`config.mk`:
```
export PLATFORM = sky130hd
export DESIGN_NAME = alu_mc
export DESIGN_NICKNAME = d
export VERILOG_FILES = /design/src/rtl/alu_mc.sv
export SDC_FILE = /design/constraint.sdc
export NUM_CORES = 1
export LEC_CHECK = 0
export CORE_ASPECT_RATIO = 0.8
export CORE_UTILIZATION = 45
export CTS_BUF_LIST = sky130_fd_sc_hd__clkbuf_8
export DETAILED_ROUTE_END_ITERATION = 6
export GPL_ROUTABILITY_DRIVEN = 0
export PLACE_DENSITY = 0.69
export SETUP_SLACK_MARGIN = 0.2
export SYNTH_ARGS = -nofsm -noshare
export SYNTH_HDL_FRONTEND = slang
export SYNTH_SLANG_ARGS = --single-unit
```
`constraint.sdc`:
```
create_clock -name clk -period 4.4 [get_ports clk]
set_input_delay 0.44 -clock clk [delete_from_list [all_inputs] [get_ports clk]]
set_output_delay 0.44 -clock clk [all_outputs]
set_load 0.02 [all_outputs]
```
`src/rtl/alu_mc.sv`:
```
// alu_mc: multi-cycle ALU with valid/ready handshakes on both sides,
// iterative shift-add multiply and restoring divide, registered results/flags.
// Optional feature macro: ALU_DIV_EN builds the divider and DIV state; when
// undefined, opcode 011 completes in one cycle with f=0, x=0, e=1.
//
// state | meaning
// IDLE  | in_ready=1, waiting for an operation
// MUL   | shift-add multiply, one multiplier bit per cycle
// DIV   | restoring divide, one quotient bit per cycle (ALU_DIV_EN only)
// DONE  | out_valid=1, result held until out_ready

module alu_mc #(
    parameter int DATA_WIDTH = 16,
    parameter int HIGH       = DATA_WIDTH - 1
) (
    input  logic                  clk,
    input  logic                  rst,
    input  logic                  in_valid,
    output logic                  in_ready,
    input  logic [2:0]            oc,
    input  logic [DATA_WIDTH-1:0] a,
    input  logic [DATA_WIDTH-1:0] b,
    output logic                  out_valid,
    input  logic                  out_ready,
    output logic [DATA_WIDTH-1:0] f,
    output logic [DATA_WIDTH-1:0] x,
    output logic                  z,
    output logic                  n,
    output logic                  c,
    output logic                  v,
    output logic                  e
);

    localparam int CW = $clog2(DATA_WIDTH);
    localparam logic [CW-1:0] CNT_LOAD = CW'(DATA_WIDTH - 1);
    localparam logic [CW-1:0] CNT_ONE  = CW'(1);

    localparam logic [2:0] OC_ADD = 3'b000;
    localparam logic [2:0] OC_SUB = 3'b001;
    localparam logic [2:0] OC_MUL = 3'b010;
    localparam logic [2:0] OC_DIV = 3'b011;
    localparam logic [2:0] OC_NOT = 3'b100;
    localparam logic [2:0] OC_XOR = 3'b101;
    localparam logic [2:0] OC_OR  = 3'b110;
    localparam logic [2:0] OC_AND = 3'b111;

    typedef enum logic [1:0] {
        S_IDLE = 2'd0,
        S_MUL  = 2'd1,
`ifdef ALU_DIV_EN
        S_DIV  = 2'd2,
`endif
        S_DONE = 2'd3
    } state_t;

    state_t state_q, state_d;

    // hi/lo form the double-width working register: product {hi,lo} for MUL,
    // {remainder, dividend/quotient} for DIV. md holds multiplicand or divisor.
    logic [CW-1:0]         cnt_q, cnt_d;
    logic [DATA_WIDTH-1:0] hi_q, hi_d, lo_q, lo_d, md_q, md_d;
    logic [DATA_WIDTH-1:0] f_q, x_q;
    logic                  z_q, n_q, c_q, v_q, e_q;

    logic                  load;
    logic [DATA_WIDTH-1:0] res_f, res_x;
    logic                  res_c, res_v, res_e;
    logic [DATA_WIDTH:0]   sum, diff;
`ifdef ALU_DIV_EN
    logic [DATA_WIDTH:0]   trial;
`endif

    // Next-state, iteration step and result selection.
    always_comb begin
        state_d = state_q;
        cnt_d   = cnt_q;
        hi_d    = hi_q;
        lo_d    = lo_q;
        md_d    = md_q;
        load    = 1'b0;
        res_f   = '0;
        res_x   = '0;
        res_c   = 1'b0;
        res_v   = 1'b0;
        res_e   = 1'b0;
        sum     = '0;
        diff    = '0;
`ifdef ALU_DIV_EN
        trial   = '0;
`endif
        case (state_q)
            S_IDLE: begin
                if (in_valid) begin
                    load = 1'b1;
                    case (oc)
                        OC_ADD: begin
                            sum   = {1'b0, a} + {1'b0, b};
                            res_f = sum[HIGH:0];
                            res_c = sum[DATA_WIDTH];
                            res_v = (a[HIGH] == b[HIGH]) && (sum[HIGH] != a[HIGH]);
                        end
                        OC_SUB: begin
                            diff  = {1'b0, a} - {1'b0, b};
                            res_f = diff[HIGH:0];
                            res_c = diff[DATA_WIDTH];
                            res_v = (a[HIGH] != b[HIGH]) && (diff[HIGH] != a[HIGH]);
                        end
                        OC_MUL: begin
                            load    = 1'b0;
                            md_d    = a;
                            lo_d    = b;
                            hi_d    = '0;
                            cnt_d   = CNT_LOAD;
                            state_d = S_MUL;
                        end
                        OC_DIV: begin
`ifdef ALU_DIV_EN
                            if (b == '0) begin
                                res_f = '1;
                                res_x = a;
                                res_e = 1'b1;
                            end else begin
                                load    = 1'b0;
                                md_d    = b;
                                lo_d    = a;
                                hi_d    = '0;
                                cnt_d   = CNT_LOAD;
                                state_d = S_DIV;
                            end
`else
                            res_e = 1'b1;
`endif
                        end
                        OC_NOT: res_f = ~a;
                        OC_XOR: res_f = a ^ b;
                        OC_OR:  res_f = a | b;
                        OC_AND: res_f = a & b;
                    endcase
                end
            end
            S_MUL: begin
                sum  = {1'b0, hi_q} + (lo_q[0] ? {1'b0, md_q} : '0);
                hi_d = sum[DATA_WIDTH:1];
                lo_d = {sum[0], lo_q[HIGH:1]};
                if (cnt_q == '0) begin
                    load  = 1'b1;
                    res_f = lo_d;
                    res_x = hi_d;
                    res_v = |hi_d;
                end else begin
                    cnt_d = cnt_q - CNT_ONE;
                end
            end
`ifdef ALU_DIV_EN
            S_DIV: begin
                // Borrow out of the trial subtraction means the divisor did not fit.
                trial = {hi_q, lo_q[HIGH]} - {1'b0, md_q};
                hi_d  = trial[DATA_WIDTH] ? {hi_q[HIGH-1:0], lo_q[HIGH]} : trial[HIGH:0];
                lo_d  = {lo_q[HIGH-1:0], ~trial[DATA_WIDTH]};
                if (cnt_q == '0) begin
                    load  = 1'b1;
                    res_f = lo_d;
                    res_x = hi_d;
                end else begin
                    cnt_d = cnt_q - CNT_ONE;
                end
            end
`endif
            S_DONE: begin
                if (out_ready) state_d = S_IDLE;
            end
            default: state_d = S_IDLE;
        endcase
        if (load) state_d = S_DONE;
    end

    // State, working registers and output registers; results load only on completion.
    always_ff @(posedge clk) begin
        if (rst) begin
            state_q <= S_IDLE;
            cnt_q   <= '0;
            hi_q    <= '0;
            lo_q    <= '0;
            md_q    <= '0;
            f_q     <= '0;
            x_q     <= '0;
            z_q     <= 1'b0;
            n_q     <= 1'b0;
            c_q     <= 1'b0;
            v_q     <= 1'b0;
            e_q     <= 1'b0;
        end else begin
            state_q <= state_d;
            cnt_q   <= cnt_d;
            hi_q    <= hi_d;
            lo_q    <= lo_d;
            md_q    <= md_d;
            if (load) begin
                f_q <= res_f;
                x_q <= res_x;
                z_q <= (res_f == '0);
                n_q <= res_f[HIGH];
                c_q <= res_c;
                v_q <= res_v;
                e_q <= res_e;
            end
        end
    end

    assign in_ready  = (state_q == S_IDLE);
    assign out_valid = (state_q == S_DONE);
    assign f = f_q;
    assign x = x_q;
    assign z = z_q;
    assign n = n_q;
    assign c = c_q;
    assign v = v_q;
    assign e = e_q;

endmodule

```
## After elaboration in Yosys (flattened, before gate mapping)

Cells that the tools add are included.

| word-level totals | value |
|---|---|
| bits in registers | 91 |
| latch bits | 0 |
| RAM bits | 0 |
| ROM bits | 0 |
| bits of input ports | 39 |
| output and inout port bits | 39 |
| word-level logic and storage cells | 88 |
| memories | 0 |

| cells by class | value |
|---|---|
| $add $sub $neg | 4 |
| multipliers | 0 |
| divide/modulo/power cells | 0 |
| order comparisons | 0 |
| equality and inequality tests | 20 |
| shifts and indexed selects | 0 |
| muxes and demuxes | 36 |
| bitwise gates (word level) | 4 |
| reductions and logical operators | 12 |

Operators with widths:

| cell | number |
|---|---|
| $mux 16 | 9 |
| $pmux 16 s2 | 3 |
| $pmux 16 s6 | 1 |
| $add 16x16->17 | 2 |
| $sub 16x16->17 | 1 |
| $and 16x16->16 | 1 |
| $logic_not 16->1 | 1 |
| $not 16->16 | 1 |
| $or 16x16->16 | 1 |
| $reduce_or 16->1 | 1 |
| $xor 16x16->16 | 1 |
| $eq 3x3->1 const B | 4 |
| $mux 4 | 3 |
| $mux 1 | 10 |
| $mux 2 | 4 |
| $pmux 1 s2 | 4 |
| $pmux 4 s2 | 1 |
| $reduce_and 4->1 | 2 |
| $eq 3x2->1 const B | 2 |
| $ne 2x2->1 const B | 3 |
| $ne 3x1->1 const B | 2 |
| $pmux 2 s3 | 1 |
| $reduce_and 3->1 | 2 |
| $logic_not 4->1 | 1 |
| 12 further kinds | 15 |

## Longest topological paths before layout

Gate-level depths: netlist of the first run.

| depth | value |
|---|---|
| word-level depth | 6 |
| depth in mapped cells | 12 |
| gate-level depth less buffers | 12 |

## Worst setup path after synthesis of the first run

No wires, ideal clock.

| path | value |
|---|---|
| kind | reg-to-reg |
| start point | register lo_q[0] |
| end point | register v_q (netlist: v) |
| library setup time | 0.138 ns |
| arrival | 3.164 ns |
| required time | 4.262 ns |
| path slack | 1.098 ns |
| stages on the path, launching flop included | 13 |
| buffers on the path | 0 |
| clock period less this slack | 3.302 ns |
| cell sequence | dfxtp_1 > and2_1 > ha_1 > fa_1 > a21o_1 > a21oi_1 > xnor2_1 > or4_1 > nor3_1 > nand3b_1 > or4_1 > o41ai_1 > a41oi_1 |

| on the way | value |
|---|---|
| longest elaborated chain between the ends | 5 |

Ends and longest elaborated chain:

| what | line | source |
|---|---|---|
| start: declaration | 61 | `logic [DATA_WIDTH-1:0] hi_q, hi_d, lo_q, lo_d, md_q, md_d;` |
| start signal: assignment | 196 | `lo_q <= lo_d;` |
| $mux 16 | 142 | `sum = {1'b0, hi_q} + (lo_q[0] ? {1'b0, md_q} : '0);` |
| $add 16x16->17 | 142 |  |
| $reduce_or 16->1 | 149 | `res_v = \|hi_d;` |
| $mux 1 | 145 | `if (cnt_q == '0) begin` |
| $pmux 1 s2 | 91 | `case (state_q)` |
| end signal: assignment | 204 | `v_q <= res_v;` |
| end: declaration | 63 | `logic z_q, n_q, c_q, v_q, e_q;` |

Every way passes these cells.
A chain may end at the register's enable or synchronous reset.

## Worst setup path after layout of the first run

| path | value |
|---|---|
| start point | input b[0] |
| end point | register z_q (netlist: z) |

| on the way | value |
|---|---|
| longest elaborated chain between the ends | 5 |
| elaborated cells on any way between the ends | 9 |

Ends and longest elaborated chain:

| what | line | source |
|---|---|---|
| start: declaration | 22 | `input logic [DATA_WIDTH-1:0] b,` |
| $sub 16x16->17 (tied with other cells) | 103 | `diff = {1'b0, a} - {1'b0, b};` |
| $pmux 16 s6 (*) | 95 | `case (oc)` |
| $mux 16 (*) | 93 | `if (in_valid) begin` |
| $pmux 16 s2 (*) | 91 |  |
| $logic_not 16->1 (*) | 201 | `z_q <= (res_f == '0);` |
| end signal: assignment | 201 |  |
| end: declaration | 63 |  |

Every way passes the cells marked *; elsewhere a longest branch is shown, timed or not.

==> results.sh, run 1 <==
export IMPL_place_detailed_hpwl_um=15700
export IMPL_post_synth_top_count_cell="sky130_fd_sc_hd__nor2_1"
export IMPL_chipHeight_um=112
export IMPL_irDropWorstVdd_v=0.000149
export IMPL_io_pins=78
export IMPL_clock_path_buffers=2
export IMPL_num_rows=39
export IMPL_aggregate_global_routing_overflow=0
export IMPL_synth_nets=1022
export IMPL_worst_path_max_fanout=5
export IMPL_power_share_switching=0.365
export IMPL_setup_viol_count_final=0
export IMPL_grt_pass1_vias=6325
export IMPL_r2r_start="lo_q[0]"
export IMPL_routed_via_count=7013
export IMPL_floorplan_die_width_um=140
export IMPL_drive_gt1_frac=0.0547
export IMPL_timing_critical_path_arrival_ns=4.19
export IMPL_setup_tns_ns=0
export IMPL_maxSlewViolCount=0
export IMPL_tritoncts="done"
export IMPL_clock_skew_ns=0.0106
export IMPL_numPortBuffers=77
export IMPL_run_status="finished, violations left"
export IMPL_fin_worst_hold_slack_ns=0.426
export IMPL_yosysSeqAreaShare=0.264
export IMPL_share_seq_of_total_power=0.411
export IMPL_synthesis_area_um2=6810
export IMPL_failed_checks="DRC"
export IMPL_numCtsBuffers=9
export IMPL_timing_hold_worst_start="rst"
export IMPL_synthArstFlopShare=0
export IMPL_yosys_warnings=0
export IMPL_placeableCoreArea_um2=14500
export IMPL_cts_htree_levels=3
export IMPL_wire_length_of_the_first_global_routing_pass_um=34200
export IMPL_wire_per_inst_um=18.4
export IMPL_clock_sinks=90
export IMPL_post_route_min_period_ns=3.90
export IMPL_insertedDiodeCount=0
export IMPL_worst_ep_required_time_ns=4.70
export IMPL_cap_violations=0
export IMPL_post_synth_most_frequent_cells="122 x sky130_fd_sc_hd__nor2_1, 92 x sky130_fd_sc_hd__nand2_1, 90 x sky130_fd_sc_hd__dfxtp_1"
export IMPL_critical_path_startpoint_type="input pin"
export IMPL_utilization=0.546
export IMPL_grt_busiest_layer="met1"
export IMPL_power_static_leakage_nw=3.23
export IMPL_globalRouteMet2Util=0.395
export IMPL_register_bit_count_reported_by_yosys=90
export IMPL_synthesized_area_per_cell_um2=7.46
export IMPL_postSynthCellCount=913
export IMPL_hold_violations=0
export IMPL_initial_utilization=0.469
export IMPL_final_nets=1073
export IMPL_drtAntennaViolNets=0
export IMPL_drt_first_iter_violations=754
export IMPL_yosys_most_used_dff="sky130_fd_sc_hd__dfxtp_1"
export IMPL_top_cells_by_area_in_the_synthesized_netlist="sky130_fd_sc_hd__dfxtp_1 26%, sky130_fd_sc_hd__ha_1 12%, sky130_fd_sc_hd__nor2_1 6.7%"
export IMPL_end_kind="flop"
export IMPL_pwr_density_cell_nw_per_um2=278
export IMPL_area_share_of_the_largest_cell_type_after_synthesis=0.264
export IMPL_cts_root_buffer="sky130_fd_sc_hd__clkbuf_8"
export IMPL_achievable_clock_frequency_mhz=256
export IMPL_combinationalPowerShare=0.333
export IMPL_power_frac_clock=0.256
export IMPL_groute_layer_met3_usage=0.0486
export IMPL_dieArea_um2=15600
export IMPL_fin_crit_sh=0.886
export IMPL_antenna_found_initial=0
export IMPL_maximum_number_of_pins_on_one_net_before_global_route_repair=77
export IMPL_detail_route_vias_per_cell=6.08
export IMPL_gr_usage_all_layers=0.274
export IMPL_use_met1=0.411
export IMPL_timing_slew_headroom=0.387
export IMPL_route_final_wire_length_um=21300
export IMPL_p_int_w=0.00140
export IMPL_synth_top_cell_by_area="sky130_fd_sc_hd__dfxtp_1"
export IMPL_critical_path_startpoint="b[0]"
export IMPL_netSwitchingPower_w=0.000805
export IMPL_timing_hold_worst_class="in -> reg"
export IMPL_edff_count_synth=0
export IMPL_power_total_w=0.00221
export IMPL_clk_pin_slew_ns=0.09
export IMPL_postCtsSetupRepairBufs=0
export IMPL_drt_drc_violations_left=1
export IMPL_detailedRoute_firstPassIterationCount=7
export IMPL_worstMarginPinSlew_ns=0.916
export IMPL_critical_path_class="in -> reg"
export IMPL_synthToLayoutAreaGrowth_pct=16.5
export IMPL_yosys_cell_types_count=64
export IMPL_rsz0062_at_grt="no"
export IMPL_worst_skew_pair_late_latency_ns=0.37
==> power groups by stage <==
stage | registers (W) | logic (W) | clock network, W
floorplan | 0.000930 | 0.000455 | 0
global placement | 0.000924 | 0.000713 | 0
detailed placement | 0.000924 | 0.000714 | 0
CTS | 0.000905 | 0.000718 | 0.000575
global route | 0.000913 | 0.000800 | 0.000611
finish | 0.000906 | 0.000734 | 0.000565
==> metal layers <==
metal | wire length [µm] | up-vias
met1 | 10200 | 3261
met3 | 1770 | 36
li1 | - | 3372
met4 | 524 | 0
met2 | 8810 | 344
met5 | 0 | -
==> metrics by stage <==
stage	area (µm²)	instances	setup WS, ns
5_1_grt	7940	1153	0.227
2_1_floorplan	6810	913	1.10
3_5_place_dp	7730	1137	0.195
6_report	7940	1153	0.500
3_3_place_gp	7730	1137	0.224
4_1_cts	7930	1153	0.552
==> placed cells by master, fill, tap and decap left out, types with 4 or more instances in the layout <==
cell type | netlist | routed
sky130_fd_sc_hd__clkbuf_8 | 0 | 13
sky130_fd_sc_hd__a21o_1 | 16 | 16
sky130_fd_sc_hd__clkdlybuf4s50_1 | 0 | 75
sky130_fd_sc_hd__a31oi_1 | 15 | 15
sky130_fd_sc_hd__nand2_1 | 92 | 92
sky130_fd_sc_hd__ha_1 | 67 | 67
sky130_fd_sc_hd__a221oi_1 | 4 | 4
sky130_fd_sc_hd__xor2_1 | 6 | 6
sky130_fd_sc_hd__a22oi_1 | 33 | 33
sky130_fd_sc_hd__inv_1 | 53 | 53
sky130_fd_sc_hd__or4_1 | 6 | 6
sky130_fd_sc_hd__a21oi_1 | 79 | 79
sky130_fd_sc_hd__o21a_1 | 5 | 5
sky130_fd_sc_hd__dfxtp_1 | 90 | 90
sky130_fd_sc_hd__or2_2 | 5 | 5
sky130_fd_sc_hd__o21bai_1 | 8 | 8
sky130_fd_sc_hd__a211oi_1 | 25 | 25
sky130_fd_sc_hd__nor3_1 | 28 | 27
sky130_fd_sc_hd__nor2b_1 | 6 | 5
sky130_fd_sc_hd__buf_4 | 1 | 21
sky130_fd_sc_hd__and3_1 | 4 | 4
sky130_fd_sc_hd__xnor2_1 | 19 | 19
sky130_fd_sc_hd__nor2_1 | 122 | 121
sky130_fd_sc_hd__o21ai_0 | 36 | 36
sky130_fd_sc_hd__a311oi_1 | 6 | 5
sky130_fd_sc_hd__o211ai_1 | 18 | 18
sky130_fd_sc_hd__nor3b_1 | 4 | 4
sky130_fd_sc_hd__o31ai_1 | 6 | 6
sky130_fd_sc_hd__a222oi_1 | 5 | 5
sky130_fd_sc_hd__and2_1 | 19 | 19
sky130_fd_sc_hd__nand3_1 | 13 | 13
sky130_fd_sc_hd__o22ai_1 | 5 | 5
sky130_fd_sc_hd__nand2b_1 | 9 | 9
==> worst paths after layout <==
check / endpoint / slack (ns) / cells past startpoint
worst max-delay path: z / 0.50 / 13
worst min-delay path: x[1] / 0.43 / 2
worst max register to register: v / 0.74 / 12
worst min register to register: md_q[4] / 0.45 / 2
==> worst max-delay path, stage by stage <==
cell	delay [ns]
sky130_fd_sc_hd__clkdlybuf4s50_1	0.56
sky130_fd_sc_hd__ha_1	0.24
sky130_fd_sc_hd__inv_1	0.07
sky130_fd_sc_hd__fa_1	0.41
sky130_fd_sc_hd__nor2b_1	0.19
sky130_fd_sc_hd__o2111ai_1	0.27
sky130_fd_sc_hd__a311oi_2	0.37
sky130_fd_sc_hd__o21ai_0	0.19
sky130_fd_sc_hd__nor3b_1	0.19
sky130_fd_sc_hd__o21ai_0	0.32
sky130_fd_sc_hd__o21ai_0	0.17
sky130_fd_sc_hd__or4_1	0.57
sky130_fd_sc_hd__o31ai_2	0.22
==> cells by family (layout without fill, tap and decap cells) <==
family	Yosys count	after routing	synth area share
buffers and inverters	111	167	0.0654
DFF	90	90	0.264
muxes	4	4	0.00771
and+or+nand+nor	322	322	0.213
adders and majority gates	70	70	0.132
AOI/OAI and AO/OA	291	291	0.286
xor gates and xnor gates	25	25	0.0321
==> state kept, by name, summed over array words and instances (netlist names), 2 cells and up <==
register  flops
f            16
lo_q         16
hi_q         16
x            16
md_q         16
state_q       2
cnt_q         4
==> layout make-up <==
cell class                 count  area [µm²]
sequential                    90        1800
timing repair buffer          98         918
clock buffer                  13         179
inverter                      53         199
multi-input combinational    712        4590
clock inverter                 3        21.3
fill                        1447        6600
tap                          184         230
==> timing repair <==
action | 4_1_cts | 5_1_grt
hold buffers | 0 | 0
resized for setup | 0 | 1
setup endpoints to repair | 0 | 1
Power figures use the tool's default switching activity.
==> run 2: changes to the inputs <==
Settings changed: ABC_CLOCK_PERIOD_IN_PS set to 4400.
==> results of run 2 <==
Final layout, timing and power as in run 1 (identical DEF).
